--- src/rtl/prog_serial_sender.sv ---
`default_nettype none
// ============================================================================
// Module   : prog_serial_sender
// Brief    : Serial programming master; shifts one frame MSB-first on SCLK/SDI/CS.
// Revision : 1.0 - initial release
// ============================================================================
module prog_serial_sender #(
  parameter int FRAME_W = 100,
  parameter int CLK_DIV = 6
) (
  input  logic               CLK_24M,
  input  logic               reset,
  input  logic               start,
  input  logic [FRAME_W-1:0] frame,
  output logic               busy,
  output logic               done,
  output logic               SCLK,
  output logic               SDI,
  output logic               CS
);

  localparam int DIV_W = (CLK_DIV > 1) ? $clog2(CLK_DIV) : 1;
  localparam int BIT_W = (FRAME_W > 1) ? $clog2(FRAME_W) : 1;
  localparam logic [DIV_W-1:0] C_DIV_MAX = DIV_W'(CLK_DIV - 1);
  localparam logic [BIT_W-1:0] C_BIT_MAX = BIT_W'(FRAME_W - 1);

  typedef enum logic [2:0] {
    S_IDLE   = 3'd0,
    S_SETUP  = 3'd1,
    S_SCK_HI = 3'd2,
    S_SCK_LO = 3'd3,
    S_HOLD   = 3'd4,
    S_GAP    = 3'd5
  } state_t;

  state_t             r_state, w_state;
  logic [DIV_W-1:0]   r_div, w_div;
  logic [BIT_W-1:0]   r_bit, w_bit;
  logic [FRAME_W-1:0] r_shift, w_shift;
  logic               w_busy, w_done, w_sclk, w_sdi, w_cs;
  logic               w_div_end;

  assign w_div_end = (r_div == C_DIV_MAX);

  always_ff @(posedge CLK_24M or posedge reset) begin
    if (reset) begin
      r_state <= S_IDLE;
      r_div   <= '0;
      r_bit   <= '0;
      r_shift <= '0;
      busy    <= 1'b0;
      done    <= 1'b0;
      SCLK    <= 1'b0;
      SDI     <= 1'b0;
      CS      <= 1'b1;
    end else begin
      r_state <= w_state;
      r_div   <= w_div;
      r_bit   <= w_bit;
      r_shift <= w_shift;
      busy    <= w_busy;
      done    <= w_done;
      SCLK    <= w_sclk;
      SDI     <= w_sdi;
      CS      <= w_cs;
    end
  end

  // r_shift holds the bits still to be sent, next one in the MSB position.
  always_comb begin
    w_state = r_state;
    w_div   = r_div;
    w_bit   = r_bit;
    w_shift = r_shift;
    w_busy  = busy;
    w_done  = 1'b0;
    w_sclk  = SCLK;
    w_sdi   = SDI;
    w_cs    = CS;

    unique case (r_state)
      S_IDLE: begin
        if (start) begin
          w_shift = frame << 1;
          w_sdi   = frame[FRAME_W-1];
          w_cs    = 1'b0;
          w_busy  = 1'b1;
          w_div   = '0;
          w_bit   = '0;
          w_state = S_SETUP;
        end
      end
      S_SETUP, S_SCK_LO: begin
        if (w_div_end) begin
          w_div   = '0;
          w_sclk  = 1'b1;
          w_state = S_SCK_HI;
        end else begin
          w_div = r_div + 1'b1;
        end
      end
      S_SCK_HI: begin
        if (w_div_end) begin
          w_div  = '0;
          w_sclk = 1'b0;
          if (r_bit == C_BIT_MAX) begin
            w_state = S_HOLD;
          end else begin
            w_sdi   = r_shift[FRAME_W-1];
            w_shift = r_shift << 1;
            w_bit   = r_bit + 1'b1;
            w_state = S_SCK_LO;
          end
        end else begin
          w_div = r_div + 1'b1;
        end
      end
      S_HOLD: begin
        if (w_div_end) begin
          w_div   = '0;
          w_cs    = 1'b1;
          w_sdi   = 1'b0;
          w_state = S_GAP;
        end else begin
          w_div = r_div + 1'b1;
        end
      end
      S_GAP: begin
        if (w_div_end) begin
          w_div   = '0;
          w_bit   = '0;
          w_done  = 1'b1;
          w_busy  = 1'b0;
          w_state = S_IDLE;
        end else begin
          w_div = r_div + 1'b1;
        end
      end
      default: begin
        w_state = S_IDLE;
        w_div   = '0;
        w_bit   = '0;
        w_busy  = 1'b0;
        w_sclk  = 1'b0;
        w_sdi   = 1'b0;
        w_cs    = 1'b1;
      end
    endcase
  end

endmodule
`default_nettype wire

--- config.mk ---
export PLATFORM = sky130hd
export DESIGN_NAME = prog_serial_sender
export DESIGN_NICKNAME = d
export VERILOG_FILES = /design/src/rtl/prog_serial_sender.sv
export SDC_FILE = /design/constraint.sdc
export NUM_CORES = 1
export LEC_CHECK = 0
export ABC_CLOCK_PERIOD_IN_PS = 4450
export CAP_MARGIN = 20
export CORE_ASPECT_RATIO = 1.2
export CORE_MARGIN = 2
export CORE_UTILIZATION = 30
export DETAILED_ROUTE_END_ITERATION = 12
export REMOVE_ABC_BUFFERS = 1
export SLEW_MARGIN = 20
export SYNTH_ARGS = -nofsm -noshare
export SYNTH_HDL_FRONTEND = slang
export SYNTH_SLANG_ARGS = --single-unit
--- constraint.sdc ---
create_clock -name CLK_24M -period 4.45 [get_ports CLK_24M]
set_clock_uncertainty 0.05 [all_clocks]
set_input_delay 0.6675 -clock CLK_24M [delete_from_list [all_inputs] [get_ports CLK_24M]]
set_output_delay 0.6675 -clock CLK_24M [all_outputs]
set_load 0.01 [all_outputs]
=== Word level (Yosys, flattened, before mapping) ===
Index checks and enable logic that the tools add are counted.
Widths: inputs -> output; s select.

* Register bits after elaboration: 118
* Bits of input ports: 103
* Output and inout bits: 5
* Logic and storage cells: 77

* Add/subtract/negate cells: 2
* Eq/ne operators: 13
* Multiplexer cells: 32
* Bitwise gates (word level): 5
* Reductions and logical operators: 16

{| class="wikitable"
|+ Operators by type and width
! cell !! number
|-
| $mux 100 || 3
|-
| $pmux 100 s2 || 1
|-
| $mux 7 || 4
|-
| $pmux 7 s4 || 1
|-
| $mux 3 || 8
|-
| $pmux 3 s5 || 1
|-
| $reduce_and 5->1 || 3
|-
| $ne 2x2->1 const B || 6
|-
| $eq 3x3->1 const B || 3
|-
| $mux 1 || 9
|-
| $pmux 1 s3 || 3
|-
| $reduce_and 3->1 || 3
|-
| $reduce_or 3->1 || 3
|-
| $reduce_or 4->1 || 2
|-
| $add 7x1->7 const B || 1
|-
| $eq 7x7->1 const B || 1
|-
| $eq 3x2->1 const B || 2
|-
| $pmux 3 s2 || 1
|-
| $not 1->1 || 5
|-
| $reduce_or 5->1 || 1
|-
| $pmux 1 s4 || 1
|-
| $reduce_and 4->1 || 1
|-
| $add 3x1->3 const B || 1
|-
| $eq 3x1->1 const B || 1
|-
| other kinds (3) || 3
|}

=== Depth between registers and ports, before layout ===
Gate-level depths: netlist of run 1.

* Depth in word-level cells: 4
* Depth in mapped cells: 7
* Depth with buffers taken out: 5

=== Worst setup path before layout of run 1 ===
Ideal clock, no wire load.

* Path type: reg2reg
* Start: reg r_bit[0]
* End: reg r_shift[10]
* Library setup time: 0.125 ns
* Arrival time: 1.984 ns
* Required time: 4.275 ns
* Path slack: 2.291 ns
* Cell stages (with the launch flop): 8
* Path buffers: 2
* Period minus slack after synthesis: 2.159 ns
* Cell sequence: dfrtp_1 ha_1 and4bb_1 a211o_1 a21oi_4 buf_6 buf_4 mux2_2

* Cells in the longest elaborated chain, start to end: 3

{| class="wikitable"
|+ Ends and longest elaborated chain
! what !! RTL line !! source
|-
| start, declared || 38 || <nowiki>logic [BIT_W-1:0] r_bit, w_bit;</nowiki>
|-
| start signal, assigned || 59 || <nowiki>r_bit <= w_bit;</nowiki>
|-
| $eq 7x7->1 || 106 || <nowiki>if (r_bit == C_BIT_MAX) begin</nowiki>
|-
| $ne 2x2->1 (no source line) || -- ||
|-
| $reduce_and 4->1 (no source line) || -- ||
|-
| end signal, assigned || 60 || <nowiki>r_shift <= w_shift;</nowiki>
|-
| end, declared || 39 || <nowiki>logic [FRAME_W-1:0] r_shift, w_shift;</nowiki>
|}

Every way passes these cells.
A chain may end at the register's enable or synchronous reset.

=== Worst setup path in the final report of run 1 ===
* Start: reg r_state[1]
* End: reg r_shift[12]

* Cells in the longest elaborated chain, start to end: 3
* Elaborated cells between the ends (all ways): 8
* Those cells by class: eq/ne (4); mux (1); reduce/logical (3)

{| class="wikitable"
|+ Ends and longest elaborated chain
! what !! RTL line !! source
|-
| start, declared || 36 || <nowiki>state_t r_state, w_state;</nowiki>
|-
| start signal, assigned || 57 || <nowiki>r_state <= w_state;</nowiki>
|-
| $eq 3x2->1 or $logic_not 3->1 (tied branches) || 81 || <nowiki>unique case (r_state)</nowiki>
|-
| $ne 2x2->1 (no source line) or $reduce_bool 2->1 (tied branches) || -- ||
|-
| $reduce_and 4->1 (no source line) || -- ||
|}

Several ways; a longest one is shown, not always the timed one.

==> results of run 1 <==
[synthesized netlist by cell type]
cell type,instances,share of area (%)
buf_2,13,1.1
buf_6,7,1.3
nand2b_1,2,0.21
a21oi_4,1,0.28
nand2_1,9,0.58
a41oi_1,2,0.30
a21o_1,2,0.26
o21a_1,3,0.39
a211o_1,1,0.15
or2_2,1,0.11
dfrtp_1,116,50
mux2_1,1,0.19
and3b_1,1,0.15
o211ai_1,1,0.13
mux2_2,198,38
clkbuf_1,4,0.26
a31o_2,2,0.30
o21ai_0,7,0.60
nor3b_1,1,0.13
or3b_1,1,0.15
a2bb2oi_1,1,0.15
dfstp_2,1,0.45
nand3b_1,1,0.13
nor2b_1,1,0.11
and4bb_1,1,0.21
o2bb2ai_1,1,0.15
nor2_1,6,0.39
a31oi_1,3,0.32
o31ai_1,1,0.13
and3_1,3,0.32
inv_1,4,0.26
nor3_1,4,0.34
buf_4,2,0.26
mux2i_1,1,0.17
ha_1,1,0.21
a21oi_1,13,1.1
a22o_1,1,0.15
or3_1,1,0.11
a211oi_2,1,0.21
o221ai_1,2,0.30
[cell families after synthesis]
| family | synth area share [%] |
|---|---|
| AND/OR/NAND/NOR | 2.935 |
| buffers and inverters | 3.235 |
| multiplexers | 38.54 |
| AO/OA/AOI/OAI | 4.927 |
| flip-flops | 50.15 |
| adder cells (fa/ha/maj) | 0.2142 |
[how the worst min path moves through the flow]
stage,startpoint,to,slack [ns],depth (start not counted)
after floorplan,r_bit[6],r_bit[6],0.39,1
after CTS,r_bit[6],r_bit[6],0.45,1
after global routing,r_shift[59],r_shift[59],0.47,1
final,r_shift[10],r_shift[10],0.45,1
after detailed placement,r_bit[6],r_bit[6],0.44,1
after global placement,r_bit[6],r_bit[6],0.43,1
[layer usage]
metal | track usage, % | vias up | share of wire [%]
met2 | 19.65 | 87 | 48
li1 | - | 1766 | -
met5 | 0 | - | 0
met1 | 13.64 | 1825 | 44
met3 | 4.470 | 15 | 6.6
met4 | 5.280 | 0 | 1.6
[power by group through the flow]
stage                     sequential [uW]  clock [uW]  combinational (uW)
after detailed placement             1080           0                 161
after global placement               1080           0                 159
after floorplan                      1080           0                54.5
after global routing                 1060        1620                 172
after CTS                            1070        1570                 162
final                                1070        1540                 157
[metrics by stage]
step	power [uW]	worst slack [ns]	utilization, %	std cells
4_1_cts	2801	1.804	40.96	796
3_5_place_dp	1245	1.657	37.45	764
2_1_floorplan	1139	0.6334	-	396
3_3_place_gp	1243	1.689	37.45	764
6_report	2761	1.830	40.96	796
5_1_grt	2861	1.711	40.96	796
[sequential cells by signal (all words and copies together), names as in the netlist]
register / cells
r_state: 3
SCLK: 1
done: 1
r_div: 3
r_shift: 99
busy: 1
r_bit: 7
SDI: 1
CS: 1
[worst max-delay path: cells and delay by family, from the launching register on]
family        cells  cell delay, ns
mux               2            0.67
buf+inv           1            0.52
simple gates      1            0.68
flops             1            0.54
[area by class of cell]
| class | instances | area [um^2] |
|---|---|---|
| Clock buffer | 20 | 466.7 |
| Clock inverter | 12 | 200.2 |
| Fill cell | 1816 | 11210 |
| Inverter | 4 | 17.52 |
| Multi-Input combinational cell | 275 | 2725 |
| Sequential cell | 117 | 2929 |
| Tap cell | 256 | 320.3 |
| Timing Repair Buffer | 112 | 1121 |
==> impl_metrics.ini, run 1 <==
[clocking]
clockBufferDepth = 2
clock-root-buffer = clkbuf_16
clkTransAtPathRegs_ns = 0.06
postCtsSetupBuffers = 0
cts_tree = built
holdBufCountCts = 0
h-tree-depth = 4
cts-buffers-inserted = 17
cts_sinks = 117
cts.repair.resized = 0
clock_latency_ns = 0.41

[worst_hold_path]
holdCritPathClass = reg -> reg

[worst_setup_path]
setup.worst_path.start_class = flip-flop
cp_common_cell = mux2_2
arrival_ns = 2.87
rr_startpoint = r_state[1]
cp_slowest_cell = or3b_4
crit_end = r_shift[12]
rr_worst_depth = 4
cp_cell_sequence = or3b_4, buf_4, mux2_2, mux2_2
crit_fanout = 38
startpoint = r_state[1]
cp.required_ns = 4.70
critical_path_class = reg -> reg
rr_endpoint = r_shift[12]
r2r_slack_ns = 1.83
worstSetupEndpointType = flip-flop
cpPeakStageDelay_ns = 0.68

[cells_and_area]
final_common_cell = mux2_2
area_growth_pct = 33.20
final_cell_mix = mux2_2 (198), dfrtp_1 (116), clkdlybuf4s50_1 (107), clkbuf_16 (17), a21oi_1 (13)
final_nets = 631
antennaDiodeCount = 0
drive_gt1_share_pct = 45.00
post-route-cell-area_um2 = 7780

[global_route]
antenna_found_initial = 0
grt_max_degree = 67
grt_pass1_vias = 3936
overflow = 0
grt_pass1_wl_um = 19400
grt_usage_pct = 11.82

[detailed_routing]
first_pass_iters = 4
ant_nets = 0
via_count = 3693
wl_per_cell_um = 14.47
drtIter0Drc = 153
vias_per_cell = 4.639
wirelength_um = 11520
drc = 0

[floorplanning]
die_h_um = 156.9
die_w_um = 131.4
initial_core_util_pct = 30.75
ios = 108
dieArea_um2 = 20610
core_um2 = 18990
num_rows = 55

[logic_synthesis]
ys_types = 40
synthesis.area_um2 = 5841
avgSynthCellArea_um2 = 13.84
synth-seq-cells = 117
yosysSeqAreaShare_pct = 50.15
synthCells = 422
ys_warn_count = 0

[pwr]
clkPwrFrac_pct = 55.7
internal_power_uw = 2214
p_sw_share_pct = 19.79
peakVddDrop_uv = 218.8
cellPowerDensity_nw_per_um2 = 354.8
seqPwrFrac_pct = 38.6
switching_power_uw = 546.3
pwr-share-comb_pct = 5.7
p_leak_uw = 0.003522

[sta]
holdWs_ns = 0.4481
slew_viol_final = 0
hold_viol_final = 0
min_period_ns = 2.621
final.setup.tns_ns = 0
fmax_mhz = 381.6
worstMarginPinSlew_ns = 0.6783
grt_setup_unrepaired = no
setup_violations = 0
finalCritPeriodShare_pct = 58.89
max_slew_margin_pct = 54.78

[placement]
dp_hpwl_um = 7578
post_dp_cell_area_um2 = 7113
finalWeightedCongestion = 0.7466
port_buffers = 107

[run_status]
outcome = finished clean

[job]
maxCapViolCount = 0
(Power assumes the default switching activity.)
==> inputs of run 2 (changes only) <==
--- a/config.mk
+++ b/config.mk
@@ -5,7 +5,7 @@
 export SDC_FILE = /design/constraint.sdc
 export NUM_CORES = 1
 export LEC_CHECK = 0
-export ABC_CLOCK_PERIOD_IN_PS = 4450
+export ABC_CLOCK_PERIOD_IN_PS = 2300
 export CAP_MARGIN = 20
 export CORE_ASPECT_RATIO = 1.2
 export CORE_MARGIN = 2
==> constraint.sdc (replaced) <==
create_clock -name CLK_24M -period 2.3 [get_ports CLK_24M]
set_clock_uncertainty 0.05 [all_clocks]
set_input_delay 0.345 -clock CLK_24M [delete_from_list [all_inputs] [get_ports CLK_24M]]
set_output_delay 0.345 -clock CLK_24M [all_outputs]
set_load 0.01 [all_outputs]
==> run 2 against run 1 <==
  * Wire length is 5.1% higher
  * Via count grew 1.5%
  * Hold slack worse by 0.23 ns
  * Largest cell class unchanged
  * Combinational power is 98% higher
  * Critical endpoint is now r_shift[70]
  * Sequential power increased by 93%
  * Largest power group unchanged
  * Sequential share of layout area fell by 0.52 points
  * Design area up 1.4%
==> impl_metrics.ini, run 2 (same netlist as run 1, synthesis figures left out) <==
[clocking]
clockBufferDepth = 2
clock-root-buffer = clkbuf_16
cts-buffers-inserted = 17
cts_sinks = 117
clkTransAtPathRegs_ns = 0.05
clock_latency_ns = 0.41
cts.repair.resized = 0
cts_tree = built
holdBufCountCts = 0
h-tree-depth = 4

[floorplanning]
num_rows = 55
die_h_um = 156.9
dieArea_um2 = 20610
ios = 108
initial_core_util_pct = 30.75
core_um2 = 18990
die_w_um = 131.4

[worst_setup_path]
setup.worst_path.start_class = flip-flop
rr_startpoint = r_bit[0]
r2r_slack_ns = 0.06
critical_path_class = reg -> reg
cp.required_ns = 2.54
crit_fanout = 23
arrival_ns = 2.48
rr_endpoint = r_shift[70]
worstSetupEndpointType = flip-flop
startpoint = r_bit[0]
rr_worst_depth = 7

[global_route]
grt.met3_usage_pct = 4.049
grt_max_degree = 55
antenna_found_initial = 0
grt_pass1_wl_um = 20040
use_met2_pct = 19.77
grt_pass1_vias = 4062
busiest_layer = met2
overflow = 0
grt_usage_pct = 12.10
grt_util_met1_pct = 14.59

[cells_and_area]
final_util_pct = 41.53
regMostFlops = r_shift
fill_cells = 1800
antennaDiodeCount = 0
final_common_cell = mux2_2
stdcell_count = 808
reg_top3 = r_shift x99, r_bit x7
drive_gt1_share_pct = 45.83
final_nets = 644
largest_register_ffs = 99
post-route-cell-area_um2 = 7889
area_growth_pct = 35.07
final_cell_mix = mux2_2 (198), dfrtp_1 (116), clkdlybuf4s50_1 (107), clkbuf_16 (19), a21oi_1 (13)

[detailed_routing]
drc = 0
vias_per_cell = 4.641
via_count = 3750
wl_per_cell_um = 14.98
drtIter0Drc = 144
wirelength_um = 12110
ant_nets = 0
first_pass_iters = 4

[run_status]
outcome = finished clean

[sta]
fin_ws_ns = 0.05952
worstMarginPinSlew_ns = 0.5012
setup_violations = 0
slew_viol_final = 0
max_slew_margin_pct = 66.53
fmax_mhz = 446.3
finalCritPeriodShare_pct = 97.41
hold_viol_final = 0
min_period_ns = 2.240
grt_setup_unrepaired = yes

[placement]
pre_cts_slack_ns = -0.009433
port_buffers = 107
dp_hpwl_um = 7935
post-place-cells = 772
post_dp_cell_area_um2 = 7236
finalWeightedCongestion = 0.7853

[job]
maxCapViolCount = 0

[worst_hold_path]
holdCritPathClass = in -> async

[pwr]
cellPowerDensity_nw_per_um2 = 626.2
p_leak_uw = 0.003581
peakVddDrop_uv = 465.5
## run 2: power by group
| group | total [uW] | internal (uW) | leakage, uW | switching [uW] |
|---|---|---|---|---|
| clock | 2570 | 1660 | 0.000278 | 902 |
| sequential | 2060 | 2060 | 0.00161 | 0.438 |
| combinational | 311 | 222 | 0.00170 | 89.4 |
| total | 4940 | 3950 | 0.00358 | 992 |
## run 2: critical path: stages, from the launching register on
cell and delay (ns):
dfrtp_1 0.39, ha_1 0.24, and4bb_1 0.24, a211o_1 0.31, a21oi_4 0.16, buf_4 0.17, clkbuf_16 0.22, mux2_2 0.35
## run 2: worst max path at each step
stage / endpoint / slack (ns)
2_1_floorplan: r_shift[10] / -1.40
3_3_place_gp: r_shift[43] / 0.07
3_5_place_dp: r_shift[76] / -0.009
4_1_cts: r_shift[76] / 0.02
5_1_grt: r_shift[22] / -0.05
6_report: r_shift[70] / 0.06
## run 2: what timing repair did
item                       CTS  global route
setup buffers                0             2
gates cloned                 0             3
pin swaps                    1             1
setup endpoints to repair    5            98
## run 2: per-stage QoR
step,TNS (ns),power (uW),hold WS (ns)
after CTS,0,5024,0.2136
final,0,4940,0.2191
after global placement,0,2412,0.4357
after detailed placement,-0.01078,2414,0.4429
after floorplan,-284.68,2203,0.3948
after global routing,-3.004,5144,0.2455
## run 2: per-layer routing
layer  vias to the layer above  part of all wire (%)
met5                         -                     0
met4                         0                   1.4
met3                        14                   5.8
met2                        89                    48
met1                      1868                    44
li1                       1779                     -
## run 2: area by class of cell
class                      instances  area, um^2  area share [%]
clock buffer                      22       474.2           6.011
clock inverter                     9       102.6           1.301
inverter                           4       17.52          0.2220
multi-input combinational        275        2725           34.54
sequential                       117        2929           37.13
tap                              256       320.3           4.060
timing repair buffer             125        1320           16.73
